<file path="config.mk">
export PLATFORM = sky130hd
export DESIGN_NAME = reg_file_l1
export DESIGN_NICKNAME = d
export VERILOG_FILES = /design/src/rtl/reg_file_l1.sv
export SDC_FILE = /design/constraint.sdc
export NUM_CORES = 1
export LEC_CHECK = 0
export ABC_AREA = 1
export CAP_MARGIN = 25
export CORE_MARGIN = 2
export CORE_UTILIZATION = 40
export CTS_CLUSTER_SIZE = 30
export DETAILED_ROUTE_END_ITERATION = 8
export PLACE_DENSITY = 0.54
export SLEW_MARGIN = 20
export SYNTH_ARGS = -nofsm -noshare
export SYNTH_HDL_FRONTEND = slang
export SYNTH_SLANG_ARGS = --single-unit
</file>
<file path="constraint.sdc">
create_clock -name CLK -period 6.7 [get_ports CLK]
set_clock_uncertainty 0.1 [all_clocks]
set_input_delay 1.005 -clock CLK [delete_from_list [all_inputs] [get_ports CLK]]
set_output_delay 1.005 -clock CLK [all_outputs]
set_load 0.1 [all_outputs]
</file>
<file path="src/rtl/reg_file_l1.sv">
// ============================================================================
// Module   : reg_file_l1
// Purpose  : Operand register file; MSB-set addresses spill to a backing RAM
//            over a req/ack handshake, with busy/op_done for decode stalls.
// Revision : 1.0  initial release
// ============================================================================
`default_nettype none

module reg_file_l1 #(
  parameter int XLEN       = 32,
  parameter int NUM_REGS   = 16,
  parameter int ADDR_W     = 5,
  parameter int RESET_INIT = 1
) (
  input  logic              CLK,
  input  logic              RESET,
  input  logic              prog_mode,
  input  logic              op_valid,
  input  logic [ADDR_W-1:0] rs1,
  input  logic [ADDR_W-1:0] rs2,
  input  logic [ADDR_W-1:0] rd,
  input  logic              RUWr,
  input  logic [XLEN-1:0]   DataWr,
  output logic [XLEN-1:0]   RUrs1,
  output logic [XLEN-1:0]   RUrs2,
  output logic              busy,
  output logic              op_done,
  output logic              mem_req,
  output logic              mem_we,
  output logic [ADDR_W-2:0] mem_addr,
  output logic [XLEN-1:0]   mem_wdata,
  input  logic              mem_ack,
  input  logic [XLEN-1:0]   mem_rdata
);

  localparam int IDX_W  = ADDR_W - 1;
  localparam int REG_AW = (NUM_REGS > 1) ? $clog2(NUM_REGS) : 1;

  localparam logic [2:0] S_IDLE   = 3'd0;
  localparam logic [2:0] S_FETCH1 = 3'd1;
  localparam logic [2:0] S_FETCH2 = 3'd2;
  localparam logic [2:0] S_STORE  = 3'd3;
  localparam logic [2:0] S_DONE   = 3'd4;

  logic              clr;
  logic [2:0]        state;
  logic [2:0]        state_nx;
  logic              accept;

  logic [ADDR_W-1:0] rs1_q;
  logic [ADDR_W-1:0] rs2_q;
  logic [ADDR_W-1:0] rd_q;
  logic              we_q;
  logic [XLEN-1:0]   wdata_q;

  logic [XLEN-1:0]   regs [NUM_REGS];

  logic              rs1_ok;
  logic              rs2_ok;
  logic              rd_ok;
  logic [XLEN-1:0]   rs1_local;
  logic [XLEN-1:0]   rs2_local;

  logic              need_f1_in;
  logic              need_f2_in;
  logic              need_st_in;
  logic              same_q;
  logic              need_f2_q;
  logic              need_st_q;
  logic              write_local;

  assign clr    = RESET | prog_mode;
  assign accept = (state == S_IDLE) && op_valid;

  // Index range check only exists when the local file is smaller than the
  // local half of the address space.
  generate
    if (REG_AW < IDX_W) begin : g_range
      assign rs1_ok = (rs1[IDX_W-1:REG_AW] == '0);
      assign rs2_ok = (rs2[IDX_W-1:REG_AW] == '0);
      assign rd_ok  = (rd_q[IDX_W-1:REG_AW] == '0);
    end else begin : g_full
      assign rs1_ok = 1'b1;
      assign rs2_ok = 1'b1;
      assign rd_ok  = 1'b1;
    end
  endgenerate

  assign rs1_local = (!rs1[ADDR_W-1] && rs1_ok) ? regs[rs1[REG_AW-1:0]] : '0;
  assign rs2_local = (!rs2[ADDR_W-1] && rs2_ok) ? regs[rs2[REG_AW-1:0]] : '0;

  // A remote rs2 identical to a remote rs1 is served by the FETCH1 data.
  assign need_f1_in = rs1[ADDR_W-1];
  assign need_f2_in = rs2[ADDR_W-1] && !(rs1[ADDR_W-1] && (rs1 == rs2));
  assign need_st_in = RUWr && rd[ADDR_W-1];

  assign same_q    = rs1_q[ADDR_W-1] && rs2_q[ADDR_W-1] && (rs1_q == rs2_q);
  assign need_f2_q = rs2_q[ADDR_W-1] && !same_q;
  assign need_st_q = we_q && rd_q[ADDR_W-1];

  assign write_local = we_q && !rd_q[ADDR_W-1] && rd_ok && (rd_q[IDX_W-1:0] != '0);

  // State register
  always_ff @(posedge CLK) begin
    if (clr) begin
      state <= S_IDLE;
    end else begin
      state <= state_nx;
    end
  end

  // Next-state logic
  always_comb begin
    state_nx = state;
    case (state)
      S_IDLE: begin
        if (op_valid) begin
          if (need_f1_in)      state_nx = S_FETCH1;
          else if (need_f2_in) state_nx = S_FETCH2;
          else if (need_st_in) state_nx = S_STORE;
          else                 state_nx = S_DONE;
        end
      end
      S_FETCH1: begin
        if (mem_ack) begin
          if (need_f2_q)      state_nx = S_FETCH2;
          else if (need_st_q) state_nx = S_STORE;
          else                state_nx = S_DONE;
        end
      end
      S_FETCH2: begin
        if (mem_ack) begin
          if (need_st_q) state_nx = S_STORE;
          else           state_nx = S_DONE;
        end
      end
      S_STORE: begin
        if (mem_ack) state_nx = S_DONE;
      end
      S_DONE:  state_nx = S_IDLE;
      default: state_nx = S_IDLE;
    endcase
  end

  // Output logic; request fields come from latched operands so they stay
  // stable for the whole handshake.
  always_comb begin
    busy      = (state != S_IDLE);
    op_done   = (state == S_DONE);
    mem_req   = 1'b0;
    mem_we    = 1'b0;
    mem_addr  = '0;
    mem_wdata = '0;
    case (state)
      S_FETCH1: begin
        mem_req  = 1'b1;
        mem_addr = rs1_q[IDX_W-1:0];
      end
      S_FETCH2: begin
        mem_req  = 1'b1;
        mem_addr = rs2_q[IDX_W-1:0];
      end
      S_STORE: begin
        mem_req   = 1'b1;
        mem_we    = 1'b1;
        mem_addr  = rd_q[IDX_W-1:0];
        mem_wdata = wdata_q;
      end
      default: ;
    endcase
  end

  // Operand latches and result registers
  always_ff @(posedge CLK) begin
    if (clr) begin
      rs1_q   <= '0;
      rs2_q   <= '0;
      rd_q    <= '0;
      we_q    <= 1'b0;
      wdata_q <= '0;
      RUrs1   <= '0;
      RUrs2   <= '0;
    end else begin
      if (accept) begin
        rs1_q   <= rs1;
        rs2_q   <= rs2;
        rd_q    <= rd;
        we_q    <= RUWr;
        wdata_q <= DataWr;
        RUrs1   <= rs1_local;
        RUrs2   <= rs2_local;
      end
      if ((state == S_FETCH1) && mem_ack) begin
        RUrs1 <= mem_rdata;
        if (same_q) RUrs2 <= mem_rdata;
      end
      if ((state == S_FETCH2) && mem_ack) begin
        RUrs2 <= mem_rdata;
      end
    end
  end

  // Local register array; a write lands on the edge leaving DONE so the
  // operation's own operands always see the pre-write contents.
  always_ff @(posedge CLK) begin
    if (clr) begin
      for (int i = 0; i < NUM_REGS; i++) begin
        regs[i] <= (RESET_INIT != 0) ? XLEN'(i) : '0;
      end
    end else if ((state == S_DONE) && write_local) begin
      regs[rd_q[REG_AW-1:0]] <= wdata_q;
    end
  end

endmodule

`default_nettype wire
</file>
# After elaboration in Yosys (flattened, before gate mapping)
# Memories as Yosys holds them, arrays and structs flattened.
# Index checks and enable logic that the tools add are counted.
# totals
register_bits,115
mem_bits_rw,512
output_inout_bits,104
word_cells,73
n_memories,1
# op_classes
n_eq_ne,10
mux,30
bitwise,1
reduce_logical,23
# mem_list
memory,words,word_bits,rd,rd_clocked_by_memory_dff,write_ports,line,rtl
regs,16,32,2,0,16,56,logic [XLEN-1:0] regs [NUM_REGS];
# ops
op,n
two-way mux 32 bit,10
OR reduction 32 bit,1
two-way mux 3 bit,9
logical AND 1 bit,13
one-hot mux 3 bit (4 select lines),1
one-hot mux 4 bit (3 select lines),1
== test 5 bit,2
two-way mux 1 bit,8
"!= test 2 bit, second input constant",4
"== test 3 x 2 -> 1 bit, second input constant",2
two-way mux 4 bit,1
AND reduction 4 bit,1
nonzero test 4 bit,1
"== test 3 x 1 -> 1 bit, second input constant",1
"== test 3 bit, second input constant",1
zero test 1 bit,3
zero test 3 bit,1
nonzero test 3 bit,1
OR reduction 3 bit,1
nonzero test 2 bit,1
bitwise OR 1 bit,1

# Longest topological paths before layout
# logic_depth
ltp_word,9
mapped_depth,13
ltp_nobuf,11

# Worst setup path after synthesis
# OpenSTA, ideal clock, no wires.
# synth_timing
kind,register -> output
from,register state[2]
to,output mem_wdata[10]
arrival_ns,3.742
required_time_ns,5.595
setup_slack_ns,1.853
stages_incl_launch_ff,7
path_buffers,1
path_cell_list,dfxtp_1 -> inv_1 -> nand2_1 -> nor2_1 -> inv_1 -> clkbuf_1 -> nor2_1
# synth_via
elab_chain_cells,2
# synth_rtl
item,line,rtl
"start, declared",46,logic [2:0] state;
"start signal, assigned",108,state <= state_nx;
== test 3 x 2 -> 1 bit,154,case (state)
two-way mux 32 bit,154,
"end, declared",31,"output logic [XLEN-1:0] mem_wdata,"
# No other way between the ends.

# Final worst setup path
# layout_timing
from,register state[2]
to,output mem_wdata[3]
# The elaborated chain is that of the path after synthesis.

==> impl.org <==
** Outcome
- The flow ran to the end, and the final reports show no timing, DRC or antenna violations.

** Place
- After detailed placement, the total cell area comes to 0.0353 mm2.
- Once placement completed, the tool counted placed cells totaling ~5,000.
- DPL Wire Length :: 69.0 mm
- Routability cong. :: 0.841
- During placement, the flow inserted port buffers numbering roughly 190.

** Global route
- Total congestion overflow :: 0
- Number of global-route vias before repair :: roughly 26,000
- Entering global routing, the biggest net connects about 180 pins.
- Number of antenna violations at the first check in global routing :: 1
- GRT Util Overall :: 26.8%
- First-pass GRT wire length :: 169 mm

** Cells and area
- Layout cell share with drive strength beyond 1 :: under 10%
- Most frequent cells in the layout :: sky130_fd_sc_hd__nand2_1, sky130_fd_sc_hd__edfxtp_1, sky130_fd_sc_hd__nor2_1
- Count of non-filler cells in the finished layout :: between 5,000 and 6,000
- The library cell used most frequently in the layout, excluding fill and tap cells, is sky130_fd_sc_hd__nand2_1.
- The net count of the finished layout is 4,034.
- Post-layout instance area :: around 0.038 mm2
- Fillcell total :: 7,909
- Area growth syn-to-layout :: 15.2%
- Number of antenna cells inserted :: 0

** Clocking
- Clock-pin slew was measured on the worst setup and hold paths at ~0.060 ns.
- The cell sitting at the root of the clock tree is a sky130_fd_sc_hd__clkbuf_16.
- Post-cts sizing count :: 0
- # hold bufs at CTS :: 0
- The number of clock buffers added by TritonCTS is 74.
- Counting along the longest clock path gives a buffer depth of 3.
- Count of H-tree levels built during CTS :: 3
- TritonCTS built the clock tree.
- Post-CTS Setup Inserts :: 0
- Clock sink count :: about 630
- Worst-skew pair later-pin latency :: between 0.6 and 0.7 ns

** Route
- Once detail routing completed, the nets flagged for antenna violations numbered 0.
- The first detailed-routing pass ran for 6 iterations.
- For this block, the via count after detailed routing is between 20,000 and 30,000.
- In this run, the number of DRC markers left after iteration 0 of detailed routing was roughly 3,300.
- After detailed routing, the average wire length per cell comes to about 23 um.
- The final layout contains routed wiring with a total length of 114 mm.
- Drc violations :: 0
- Via-per-instance ratio :: approximately 5.6

** Power and ir drop
- Power spread over the standard cell area amounts to 253 mW/mm2.
- For this design the static power due to leakage is ~14 nW.
- VDD sags by at most between 0.00015 and 0.0002 V.
- The completed layout was analyzed and its total power is ~9.5 mW.

** Critical path
- Number of cells on the worst reg-to-reg path :: 8
- Internal reg-to-reg setup slack :: ~3.3 ns
- Number of buffer and inverter stages on the critical path :: 5
- Crit path arrival time :: around 3.6 ns
- The signal on the critical path passes through inv_1 > nand2_1 > nor2_1 > buf_4 > inv_1 > buf_4 > nor2_1 > clkdlybuf4s50_1.
- Endpoint class of the critical path :: primary output
- Data required time of the critical path :: 5.59 ns
- The largest individual stage delay along the critical path comes from the cell sky130_fd_sc_hd__clkdlybuf4s50_1.
- Largest delay contributor family on the critical path :: buffers and inverters
- Startpoint Class :: flip-flop
- In this run the worst path has a maximum fanout of 17.
- In this run the critical register-to-register path is captured at regs[14][12].
- The largest single stage delay on the critical path is about 0.99 ns.
- The setup path with the least slack is of type flip-flop to primary output.
- In this run the critical register-to-register path is launched from rd_q[2].

** Floorplan
- The die covers 0.0839 mm2.
- Number of rows created at floorplan :: between 100 and 150
- Measured along the y axis, the die boundary spans 290 um.
- Core Footprint :: roughly 0.081 mm2
- During I/O placement, the number of pins put on the boundary was about 190.
- Initial Utilization :: a little over 40%
- Die Width :: a little under 300 um

** Yosys
- Synthesis handed over a netlist of approximately 4,000 instances.
- Post-Syn Area :: ~0.033 mm2
- After synthesis the netlist holds a flip-flop and latch count of between 600 and 700.
- Ys flop type :: sky130_fd_sc_hd__edfxtp_1
- Post-synthesis sequential area ratio :: ~54%
- Counting flops with a built-in enable in the synthesized netlist gives 512.
- Number of distinct standard cells referenced by the synthesized netlist :: 29
- Asr flop ratio synth :: 0%
- Synthesized area divided by synthesized cell count :: 8.32 um2
- After synthesis, the cell types taking the most area are sky130_fd_sc_hd__edfxtp_1, sky130_fd_sc_hd__dfxtp_1, sky130_fd_sc_hd__nand2_1, sky130_fd_sc_hd__o21ai_0, sky130_fd_sc_hd__a21oi_1.
- Total number of yosys warnings :: 0
- Cell taking the most area after synthesis :: sky130_fd_sc_hd__edfxtp_1
- Top cell type's share of synthesized area :: roughly 47%

** Worst hold path
- The startpoint identified for the worst hold timing path is wdata_q[14].
- The path class of the tightest hold or removal check is flip-flop to flip-flop.
- The path with the worst hold slack has its endpoint at wdata_q[14].
- Hold Path Depth :: 2

** STA
- Setup repair after global routing left no endpoint under its margin.
- Dividing the final minimum period by the clock period gives approximately 70%.
- Relative slew slack :: between 20% and 30%
- Final-layout worst hold slack :: 0.343 ns
- Final Hold Viols :: 0
- Final max-slew violation count :: 0
- Adding up every negative setup slack in the final design gives 0 ns.
- Number of setup violations in the final report :: 0
- Shortest period the worst path allows :: approximately 4.7 ns
- At the pin with the least slew margin, the transition time is around 1.1 ns.
- Timing-limited maximum frequency :: approximately 210 MHz

** Run
- Max Cap Violations :: 0
[metrics by stage]
step                worst slack, ns  util, %
floorplan                      1.85        -
global placement               1.88     43.7
global route                   1.85     46.6
CTS                            1.91     46.6
finish                         2.00     46.6
detailed placement             1.77     43.8
[final cells by class]
type	instances	area (um2)	area share, %
timing repair buffer	264	2530	6.73
tap	1060	1330	3.52
clock inverter	21	179	0.476
clock buffer	109	2130	5.65
sequential	627	17700	47.0
inverter	397	1490	3.96
multi-input combinational	2584	12300	32.7
[cell families (layout without fill, tap and decap cells)]
group / Yosys count / after routing / share of synthesized area (%)
buffers and inverters: 746 / 791 / 8.66
adder cells (fa/ha/maj): 1 / 1 / 0.0383
XOR/XNOR: 1 / 1 / 0.0268
AO/OA/AOI/OAI: 1070 / 1070 / 18.4
other: 1 / 32 / 0.0115
AND/OR/NAND/NOR: 1480 / 1480 / 18.7
flip-flops: 627 / 627 / 54.1
[per-layer routing]
layer  vias to the layer above  global-route usage (%)  routed length [um]
met5                         -                       0                  12
met4                         2                    7.21                2540
met3                       164                    4.00                9560
met2                      1259                    40.5               49600
met1                     13600                    40.1               52400
li1                      13400                       -                   -
[flip-flops by register name, indices dropped and copies added (netlist names)]
name / cells
rs1_q: 5
RUrs2: 32
rd_q: 5
RUrs1: 32
regs: 512
rs2_q: 5
we_q: 1
state: 3
wdata_q: 32
[where the power goes]
part           leakage [nW]  internal [mW]  total (mW)  switching [mW]
clock                  1.12           2.30        3.92            1.62
sequential             6.49           4.36        4.43          0.0699
combinational          6.14          0.301        1.18           0.880
[cell usage after synthesis (all sizes together) (32+ instances only)]
cell type / count
clkbuf: 287
a21oi: 401
buf: 62
edfxtp: 512
nor2: 498
inv: 365
a21boi: 32
o211ai: 224
dfxtp: 115
nand2: 574
nand3: 400
clkinv: 32
o21ai: 404
[worst min-delay path, cell delays in order (launching register included)]
cell and delay, ns:
sky130_fd_sc_hd__dfxtp_1 0.30, sky130_fd_sc_hd__clkinv_1 0.05, sky130_fd_sc_hd__a21oi_1 0.05
[worst max-delay path by stage]
stage               startpoint             to  cells past startpoint  slack, ns
floorplan             state[2]  mem_wdata[10]                      6       1.85
global placement     prog_mode    regs[13][9]                      5       1.88
detailed placement   prog_mode    regs[13][9]                      5       1.77
CTS                   state[2]  mem_wdata[12]                      8       1.91
global route          state[2]   mem_wdata[4]                      8       1.85
finish                state[2]   mem_wdata[3]                      8       2.00
No activity file was read; power rests on OpenSTA's default activity.
